`src/rtl/memaccess_hs.sv`:
```
// Memory access stage driving data memory over a req/gnt/rvalid handshake.
// Steers store lanes, extends load data, flags misaligned/timeout, and feeds the MA->WB register.
module memaccess_hs #(
  parameter int unsigned WIDTH   = 32,
  parameter int unsigned TIMEOUT = 0
) (
  input  logic               clk,
  input  logic               reset,
  input  logic               MAREGclear,
  input  logic               MAREGstall,
  input  logic               in_valid,
  input  logic [4:0]         in_rd,
  input  logic [WIDTH-1:0]   in_aluresult,
  input  logic [WIDTH-1:0]   in_reg2data,
  input  logic [WIDTH-1:0]   in_pc,
  input  logic               in_regwrite,
  input  logic [1:0]         in_mem2reg,
  input  logic               in_memread,
  input  logic               in_memwrite,
  input  logic [2:0]         in_funct3,
  output logic               ma_busy,
  output logic               dmem_req,
  output logic               dmem_we,
  output logic [WIDTH-1:0]   dmem_addr,
  output logic [WIDTH/8-1:0] dmem_be,
  output logic [WIDTH-1:0]   dmem_wdata,
  input  logic               dmem_gnt,
  input  logic               dmem_rvalid,
  input  logic [WIDTH-1:0]   dmem_rdata,
  output logic               out_valid,
  output logic [4:0]         out_rd,
  output logic [WIDTH-1:0]   out_result,
  output logic [WIDTH-1:0]   out_dmemdata,
  output logic [WIDTH-1:0]   out_pc,
  output logic               out_regwrite,
  output logic [1:0]         out_mem2reg,
  output logic [1:0]         out_exc
);

  localparam int unsigned BEW  = WIDTH / 8;
  localparam int unsigned OFFW = $clog2(BEW);
  localparam int unsigned CW   = (TIMEOUT > 1) ? $clog2(TIMEOUT + 1) : 1;

  typedef enum logic [1:0] {StIdle, StReq, StWait, StDone} state_e;

  state_e           state_q, state_d;
  logic             kill_q, kill_d;
  logic [CW-1:0]    cnt_q;
  logic [4:0]       hold_rd_q;
  logic [WIDTH-1:0] hold_addr_q;
  logic [WIDTH-1:0] hold_wdata_q;
  logic [BEW-1:0]   hold_be_q;
  logic [WIDTH-1:0] hold_pc_q;
  logic             hold_regwrite_q;
  logic [1:0]       hold_mem2reg_q;
  logic             hold_we_q;
  logic [2:0]       hold_funct3_q;
  logic [WIDTH-1:0] hold_data_q;
  logic [1:0]       hold_exc_q;

  logic [OFFW-1:0]  in_off;
  logic [1:0]       in_size;
  logic             in_mem, in_legal, in_misal, in_bad;
  logic [BEW-1:0]   in_be;
  logic [WIDTH-1:0] in_wdata;
  logic             accept, go_bus, timeout_hit, to_fire;
  logic [WIDTH-1:0] lane, ld_data;

  // Incoming op decode: legality, alignment, lane enables and replicated store data
  always_comb begin
    in_off  = in_aluresult[OFFW-1:0];
    in_size = in_funct3[1:0];
    in_mem  = in_memread | in_memwrite;
    in_legal = 1'b1;
    if (in_funct3 == 3'b111) in_legal = 1'b0;
    if (in_memwrite && in_funct3[2]) in_legal = 1'b0;
    if ((WIDTH == 32) && ((in_size == 2'd3) || (in_funct3 == 3'b110))) in_legal = 1'b0;
    case (in_size)
      2'd0:    in_misal = 1'b0;
      2'd1:    in_misal = in_off[0];
      2'd2:    in_misal = |in_off[1:0];
      default: in_misal = |in_off;
    endcase
    in_bad = in_mem && (!in_legal || in_misal);
    case (in_size)
      2'd0:    in_be = BEW'(1) << in_off;
      2'd1:    in_be = BEW'(3) << in_off;
      2'd2:    in_be = BEW'(15) << in_off;
      default: in_be = '1;
    endcase
    case (in_size)
      2'd0:    in_wdata = {BEW{in_reg2data[7:0]}};
      2'd1:    in_wdata = {(WIDTH/16){in_reg2data[15:0]}};
      2'd2:    in_wdata = {(WIDTH/32){in_reg2data[31:0]}};
      default: in_wdata = in_reg2data;
    endcase
  end

  always_comb begin
    lane = dmem_rdata >> {hold_addr_q[OFFW-1:0], 3'b000};
    case (hold_funct3_q)
      3'b000:  ld_data = WIDTH'($signed(lane[7:0]));
      3'b001:  ld_data = WIDTH'($signed(lane[15:0]));
      3'b010:  ld_data = WIDTH'($signed(lane[31:0]));
      3'b100:  ld_data = WIDTH'(lane[7:0]);
      3'b101:  ld_data = WIDTH'(lane[15:0]);
      3'b110:  ld_data = WIDTH'(lane[31:0]);
      default: ld_data = lane;
    endcase
  end

  always_comb begin
    accept      = in_valid && (state_q == StIdle) && !MAREGstall && !MAREGclear;
    go_bus      = accept && in_mem && !in_bad;
    timeout_hit = (TIMEOUT != 0) && (32'(cnt_q) == TIMEOUT - 32'd1);
    state_d     = state_q;
    kill_d      = kill_q;
    to_fire     = 1'b0;
    case (state_q)
      StIdle: if (go_bus) state_d = StReq;
      StReq: begin
        if (MAREGclear) begin
          // A load granted in the flush cycle still owes an rvalid; absorb it silently
          if (dmem_gnt && !hold_we_q) begin
            state_d = StWait;
            kill_d  = 1'b1;
          end else begin
            state_d = StIdle;
          end
        end else if (dmem_gnt) begin
          state_d = hold_we_q ? StDone : StWait;
        end else if (timeout_hit) begin
          state_d = StDone;
          to_fire = 1'b1;
        end
      end
      StWait: begin
        if (dmem_rvalid || timeout_hit) begin
          state_d = (kill_q || MAREGclear) ? StIdle : StDone;
          to_fire = !dmem_rvalid;
        end else if (MAREGclear) begin
          kill_d = 1'b1;
        end
      end
      default: if (MAREGclear || !MAREGstall) state_d = StIdle;
    endcase
    if (state_d == StIdle) kill_d = 1'b0;
  end

  always_ff @(posedge clk or posedge reset) begin
    if (reset) begin
      state_q         <= StIdle;
      kill_q          <= 1'b0;
      cnt_q           <= '0;
      hold_rd_q       <= '0;
      hold_addr_q     <= '0;
      hold_wdata_q    <= '0;
      hold_be_q       <= '0;
      hold_pc_q       <= '0;
      hold_regwrite_q <= 1'b0;
      hold_mem2reg_q  <= '0;
      hold_we_q       <= 1'b0;
      hold_funct3_q   <= '0;
      hold_data_q     <= '0;
      hold_exc_q      <= '0;
      out_valid       <= 1'b0;
      out_rd          <= '0;
      out_result      <= '0;
      out_dmemdata    <= '0;
      out_pc          <= '0;
      out_regwrite    <= 1'b0;
      out_mem2reg     <= '0;
      out_exc         <= '0;
    end else begin
      state_q <= state_d;
      kill_q  <= kill_d;
      if (state_d != state_q) begin
        cnt_q <= '0;
      end else if ((state_q == StReq) || (state_q == StWait)) begin
        cnt_q <= cnt_q + CW'(1);
      end

      if (go_bus) begin
        hold_rd_q       <= in_rd;
        hold_addr_q     <= in_aluresult;
        hold_wdata_q    <= in_wdata;
        hold_be_q       <= in_be;
        hold_pc_q       <= in_pc;
        hold_regwrite_q <= in_regwrite;
        hold_mem2reg_q  <= in_mem2reg;
        hold_we_q       <= in_memwrite;
        hold_funct3_q   <= in_funct3;
        hold_data_q     <= '0;
        hold_exc_q      <= 2'd0;
      end
      if ((state_q == StWait) && dmem_rvalid) hold_data_q <= ld_data;
      if (to_fire) hold_exc_q <= 2'd2;

      if (MAREGclear) begin
        out_valid    <= 1'b0;
        out_rd       <= '0;
        out_result   <= '0;
        out_dmemdata <= '0;
        out_pc       <= '0;
        out_regwrite <= 1'b0;
        out_mem2reg  <= '0;
        out_exc      <= '0;
      end else if (!MAREGstall) begin
        if (accept) begin
          out_rd       <= in_rd;
          out_result   <= in_aluresult;
          out_dmemdata <= '0;
          out_pc       <= in_pc;
          out_mem2reg  <= in_mem2reg;
          if (!in_mem) begin
            out_valid    <= 1'b1;
            out_regwrite <= in_regwrite;
            out_exc      <= 2'd0;
          end else if (in_bad) begin
            out_valid    <= 1'b1;
            out_regwrite <= 1'b0;
            out_exc      <= 2'd1;
          end else begin
            out_valid    <= 1'b0;
            out_regwrite <= 1'b0;
            out_exc      <= 2'd0;
          end
        end else if (state_q == StDone) begin
          out_valid    <= 1'b1;
          out_rd       <= hold_rd_q;
          out_result   <= hold_addr_q;
          out_dmemdata <= hold_data_q;
          out_pc       <= hold_pc_q;
          out_regwrite <= hold_regwrite_q && (hold_exc_q == 2'd0);
          out_mem2reg  <= hold_mem2reg_q;
          out_exc      <= hold_exc_q;
        end else begin
          out_valid    <= 1'b0;
          out_regwrite <= 1'b0;
        end
      end
    end
  end

  assign ma_busy    = (state_q != StIdle);
  assign dmem_req   = (state_q == StReq);
  assign dmem_we    = dmem_req && hold_we_q;
  assign dmem_addr  = {hold_addr_q[WIDTH-1:OFFW], {OFFW{1'b0}}};
  assign dmem_be    = hold_be_q;
  assign dmem_wdata = hold_wdata_q;

endmodule

```
`config.mk`:
```
export PLATFORM = sky130hd
export DESIGN_NAME = memaccess_hs
export DESIGN_NICKNAME = d
export VERILOG_FILES = /design/src/rtl/memaccess_hs.sv
export SDC_FILE = /design/constraint.sdc
export NUM_CORES = 1
export LEC_CHECK = 0
export ABC_AREA = 1
export CAP_MARGIN = 10
export CORE_MARGIN = 4
export CORE_UTILIZATION = 30
export DETAILED_ROUTE_END_ITERATION = 16
export PLACE_DENSITY_LB_ADDON = 0.08
export SLEW_MARGIN = 0
export SYNTH_ARGS = -nofsm -noshare
export SYNTH_HDL_FRONTEND = slang
export SYNTH_SLANG_ARGS = --single-unit
```
`constraint.sdc`:
```
create_clock -name clk -period 9.8 [get_ports clk]
set_input_delay 1.96 -clock clk [delete_from_list [all_inputs] [get_ports clk]]
set_output_delay 1.96 -clock clk [all_outputs]
set_load 0.02 [all_outputs]
```
# Word level (Yosys, flattened, before mapping)
# Index checks and enable logic that the tools add are counted.
[classes]
muxes = 65
n_bitwise = 1
eq_ne = 16
shifts = 4
reduce_logical = 34
[op_table]
columns = ["cell", "n"]
rows = [
  ["$mux W32", 14],
  ["$pmux W32 S4", 1],
  ["$pmux W32 S2", 1],
  ["$mux W2", 17],
  ["$shr A32 B5 Y32", 1],
  ["$mux W1", 24],
  ["$mux W5", 4],
  ["$eq A3 B3 Y1 const B", 4],
  ["$pmux W4 S3", 1],
  ["$logic_and A1 B1 Y1", 11],
  ["$eq A2 B2 Y1 const B", 4],
  ["$logic_not A2 Y1", 4],
  ["$logic_not A1 Y1", 6],
  ["$ne A3 B3 Y1 const B", 2],
  ["$pmux W2 S3", 1],
  ["$reduce_bool A2 Y1", 3],
  ["$reduce_bool A3 Y1", 2],
  ["$reduce_and A5 Y1", 1],
  ["$eq A2 B1 Y1 const B", 2],
  ["$logic_or A1 B1 Y1", 4],
  ["$pmux W1 S2", 2],
  ["$shl A1 B2 Y4 const A", 1],
  ["$shl A2 B2 Y4 const A", 1],
  ["$shl A4 B2 Y4 const A", 1],
  ["other kinds (8)", 8],
]
[word_totals]
input_bits = 148
reg_bits = 256
output_inout_bits = 178
word_cells = 141

# Depth between registers and ports, before layout
[depth]
depth_word = 14
ltp_mapped = 12
ltp_nobuf = 10

# Worst setup path after synthesis
# Ideal clock, no wire load.
[synth_path]
path_kind = "input-to-reg"
from = "input port in_funct3[1]"
to = "register hold_addr_q[10]"
t_required_ns = 9.668
t_arrival_ns = 3.168
path_stages = 11
setup_time_ns = 0.132
n_path_buf = 3
setup_slack_ns = 6.500
path_cell_list = "inv_1 ha_1 buf_6 a21oi_2 nand2_1 nor2_1 nand2_4 buf_8 buf_6 nand2_1 o21ai_0"
[synth_via]
elab_chain_cells = 9
word_cells_on_any_way = 15
classes_between = "4 x eq/ne; 4 x mux; 7 x reduce/logical"
[synth_rtl]
columns = ["item", "line", "source"]
rows = [
  ["start: declaration", "20", "input logic [2:0] in_funct3,"],
  ["$eq A3 B3 Y1", "75", "if (in_funct3 == 3'b111) in_legal = 1'b0;"],
  ["$mux W1", "75", ""],
  ["$mux W1", "76", "if (in_memwrite && in_funct3[2]) in_legal = 1'b0;"],
  ["$mux W1", "77", "if ((WIDTH == 32) && ((in_size == 2'd3) || (in_funct3 == 3'b110))) in_legal = 1'b0;"],
  ["$logic_not A1 Y1", "84", "in_bad = in_mem && (!in_legal || in_misal);"],
  ["$logic_or A1 B1 Y1 (*)", "84", ""],
  ["$logic_and A1 B1 Y1 (*)", "84", ""],
  ["$logic_not A1 Y1 (*)", "114", "go_bus = accept && in_mem && !in_bad;"],
  ["$logic_and A1 B1 Y1 (*)", "114", ""],
  ["end signal: assignment", "185", "hold_addr_q <= in_aluresult;"],
  ["end: declaration", "50", "logic [WIDTH-1:0] hold_addr_q;"],
]
# Every way passes the cells marked *; elsewhere a longest branch is shown, timed or not.
# A chain may end at the register's enable or synchronous reset.

# Final worst setup path
[layout_path]
from = "input port in_funct3[1]"
to = "register hold_pc_q[16]"
[layout_via]
elab_chain_cells = 9
word_cells_on_any_way = 15
classes_between = "4 x eq/ne; 4 x mux; 7 x reduce/logical"
[layout_rtl]
columns = ["item", "line", "source"]
rows = [
  ["$eq A3 B3 Y1", "75", ""],
  ["$mux W1", "75", ""],
  ["$mux W1", "76", ""],
  ["$mux W1", "77", ""],
  ["$logic_not A1 Y1", "84", ""],
  ["$logic_or A1 B1 Y1 (*)", "84", ""],
  ["$logic_and A1 B1 Y1 (*)", "84", ""],
  ["$logic_not A1 Y1 (*)", "114", ""],
  ["$logic_and A1 B1 Y1 (*)", "114", ""],
  ["end signal: assignment", "188", "hold_pc_q <= in_pc;"],
  ["end: declaration", "53", "logic [WIDTH-1:0] hold_pc_q;"],
]
# Marks and branches as above.

==> flow_metrics.tcl <==
set metrics [dict create \
    status "finished clean" \
    clk_pin_slew_worst_paths_ps 60 \
    dp_slack_ps 4150 \
    critPathLaunch "in_funct3[1]" \
    drtAntennaViolNets 0 \
    crit_chain "clkdlybuf4s50_1 -> inv_1 -> ha_1 -> nor2_8 -> inv_4 -> nor2_1 -> nor2_1 -> nand2_8 -> buf_4 -> o21ai_0" \
    drive_gt1_frac 0.0517 \
    dieArea_sq_mm 0.0436 \
    worstHoldStart "out_pc[13]" \
    avgSynthCellArea_sq_um 7.97 \
    post_cts_resized 0 \
    io_pins 326 \
    tns_ps 0 \
    finalPower_w 0.00426 \
    critPathTopFamily "buffers and inverters" \
    cts_tree "done" \
    synth_top_family_by_area "simple AND/OR/NAND/NOR gates" \
    hold_end "out_pc[13]" \
    critPathSlowestCell "buf_4" \
    synth_compound_area_frac 0.134 \
    hpwl_um 26000 \
    utilization 0.411 \
    cap_viol_max_count 0 \
    start_util 0.304 \
    path_buf_inv 4 \
    die_h_um 209 \
    rsz0062_at_grt "false" \
    antenna_found_initial 4 \
    p_per_area_mw_per_mm2 261 \
    clockRootBuffer "clkbuf_16" \
    area_growth_pct 35.3 \
    crit_arrival_ps 5480 \
    fin_crit_ps 5110 \
    hold_class "reg -> reg" \
    fmax_mhz 196 \
    wl_um 39000 \
    fin_ws_ps 4690 \
    critPathLaunchType "input pin" \
    yosysWarnings 0 \
    cts_buffers 34 \
    place_area_sq_mm 0.0152 \
    ys_ff_latch 253 \
    viasPerCell 4.56 \
    yosysUniqueCellTypes 33 \
    yosysTopAreaCellShare 0.524 \
    max-slew-margin-rel 0.228 \
    cts.sinks 253 \
    cp-end-kind "flop" \
    crit_top_cell "nor2_1" \
    io_buffers 322 \
    p_leak_nw 7.89 \
    clock_latency_ps 530 \
    synthMuxAreaShare 0 \
    drc 0 \
    std_cell_rows 73 \
    r2r_start "state_q[1]" \
    place_congestion 0.812 \
    wire_per_inst_um 16.9 \
    grt_pass1_vias 10600 \
    die_w_um 209 \
    synth_area_leader_cell "dfrtp_1" \
    reg2regPathDepth 7 \
    yosys.area_share.adder 0.00517 \
    grt_overflow 0 \
    h-tree-depth 2 \
    post-route-period-util 0.521 \
    grt_pass1_wl_um 61400 \
    r2r_slack_ps 6500 \
    cp_max_fo 124 \
    finish.instance_area_sq_mm 0.0164 \
    first_iter_violations 595 \
    cts_hold_buf 0 \
    netlist_area_sq_mm 0.0121 \
    drt_pre_antenna_iters 5 \
    final.setup_skew_ps 22.8 \
    whs_path_depth 2 \
    synth.yosys.seq_area_share 0.524 \
    peakVddDrop_mv 0.137 \
    synthSimpleGateAreaFrac 0.232 \
    grt_max_degree 137 \
    timing.rr.end "hold_pc_q[16]" \
    synth.top_cells.by_area "dfrtp_1 52%, nand2_1 19%, o21ai_0 7.7%" \
    max_stage_delay_ps 810 \
    worst_pin_slew_ps 1160 \
    criticalPathCategory "in -> reg" \
    grt_util_all_layers 0.175 \
    slew_violations 0 \
    syn_inst 1517 \
    setup_viol 0 \
    hold_viol 0 \
    clk_path_buf_depth 3 \
    layout.nets 1914 \
    cts_setup_buffers 0 \
    synthXorXnorAreaFrac 0 \
    required_ps 10170 \
    vias 10500 \
    core_area_sq_mm 0.0398 \
]
power by group:
part           switching, W  internal (W)  total [W]  leakage (nW)
Clock              0.000466      0.000780    0.00125         0.550
Sequential         0.000223       0.00137    0.00159          3.32
Combinational      0.000808      0.000614    0.00142          4.03
Total               0.00150       0.00276    0.00426          7.89
metrics by stage:
step | instances | hold slack (ps)
6_report | 2306 | 475
5_1_grt | 2306 | 494
4_1_cts | 2305 | 478
3_5_place_dp | 2250 | 464
3_3_place_gp | 2250 | 461
2_1_floorplan | 1519 | 449
cells in the final DEF (no fill, tap or decap), types with 2 or more instances in the layout:
| master | Yosys | routed |
|---|---|---|
| dfrtp_1 | 253 | 253 |
| nand2_1 | 614 | 614 |
| inv_2 | 5 | 5 |
| o21ai_2 | 16 | 15 |
| clkbuf_8 | 0 | 7 |
| inv_1 | 108 | 106 |
| o211ai_1 | 6 | 6 |
| nand3_2 | 2 | 3 |
| clkbuf_1 | 30 | 5 |
| ha_1 | 5 | 5 |
| buf_4 | 46 | 7 |
| bufinv_16 | 0 | 3 |
| nor2_2 | 2 | 2 |
| clkinv_2 | 0 | 4 |
| nand3_1 | 59 | 58 |
| a21oi_1 | 44 | 44 |
| nor2_1 | 29 | 29 |
| o21ai_1 | 48 | 48 |
| clkdlybuf4s50_1 | 0 | 322 |
| nand2_2 | 2 | 2 |
| clkbuf_16 | 0 | 35 |
| conb_1 | 1 | 3 |
| o22ai_1 | 2 | 2 |
| o21ai_0 | 186 | 186 |
| nand4_1 | 2 | 2 |
cell type report:
class	count	area [sq um]
Fill cell	4214	23500
Antenna cell	1	2.50
Clock buffer	47	991
Clock inverter	8	123
Sequential cell	253	6330
Multi-Input combinational cell	1028	4520
Inverter	114	439
Timing Repair Buffer	330	3300
Tap cell	525	657
per-layer routing:
metal	track usage	up-vias	wire length (um)	share of wire
met5	0	-	46	0.0012
met4	0.0477	6	658	0.017
met3	0.0647	46	3330	0.085
met2	0.266	280	16900	0.43
met1	0.235	4916	18000	0.46
li1	-	5257	-	-
cells in the mapped netlist:
master      n
nand2_1   614
dfrtp_1   253
o21ai_0   186
inv_1     108
nand3_1    59
o21ai_1    48
buf_4      46
a21oi_1    44
clkbuf_1   30
nor2_1     29
buf_2      21
buf_6      21
o21ai_2    16
o211ai_1    6
buf_1       5
ha_1        5
inv_2       5
nand2_2     2
nand3_2     2
nand4_1     2
nor2_2      2
o22ai_1     2
a211oi_1    1
a21oi_2     1
a31oi_1     1
and2_1      1
buf_8       1
conb_1      1
inv_4       1
nand2_4     1
nor2_8      1
nor3_1      1
o21bai_1    1
flip-flops by register name, summed over array words and instances, names as in the netlist, 2 cells and up:
name and count:
dmem_be 4, hold_pc_q 32, state_q 2, hold_funct3_q 3, out_mem2reg 2, hold_addr_q 32, hold_data_q 32, hold_rd_q 5
out_pc 32, out_result 32, out_rd 5, hold_mem2reg_q 2, dmem_wdata 32, out_dmemdata 32
cell families (layout without fill, tap and decap cells):
kind of cell,after synthesis,after routing
other,1,4
adders and majority gates,5,5
DFF,253,253
buffers and inverters,238,499
AOI/OAI and AO/OA,306,306
and+or+nand+nor,714,714
worst max path at each step:
stage	to	slack, ps	depth (start not counted)
after global routing	hold_pc_q[16]	4350	10
after floorplan	dmem_be[0]	880	1
after CTS	hold_addr_q[8]	4720	10
after global placement	hold_rd_q[2]	4270	10
final	hold_pc_q[16]	4690	10
after detailed placement	hold_pc_q[17]	4150	10
worst reg2reg max path, delay by kind of cell, from the launching register on:
family                 cells  cell delay (ps)
AOI/OAI and AO/OA          1              270
buffers and inverters      2             1510
DFF                        1              460
and+or+nand+nor            4              930
Power figures use the tool's default switching activity.
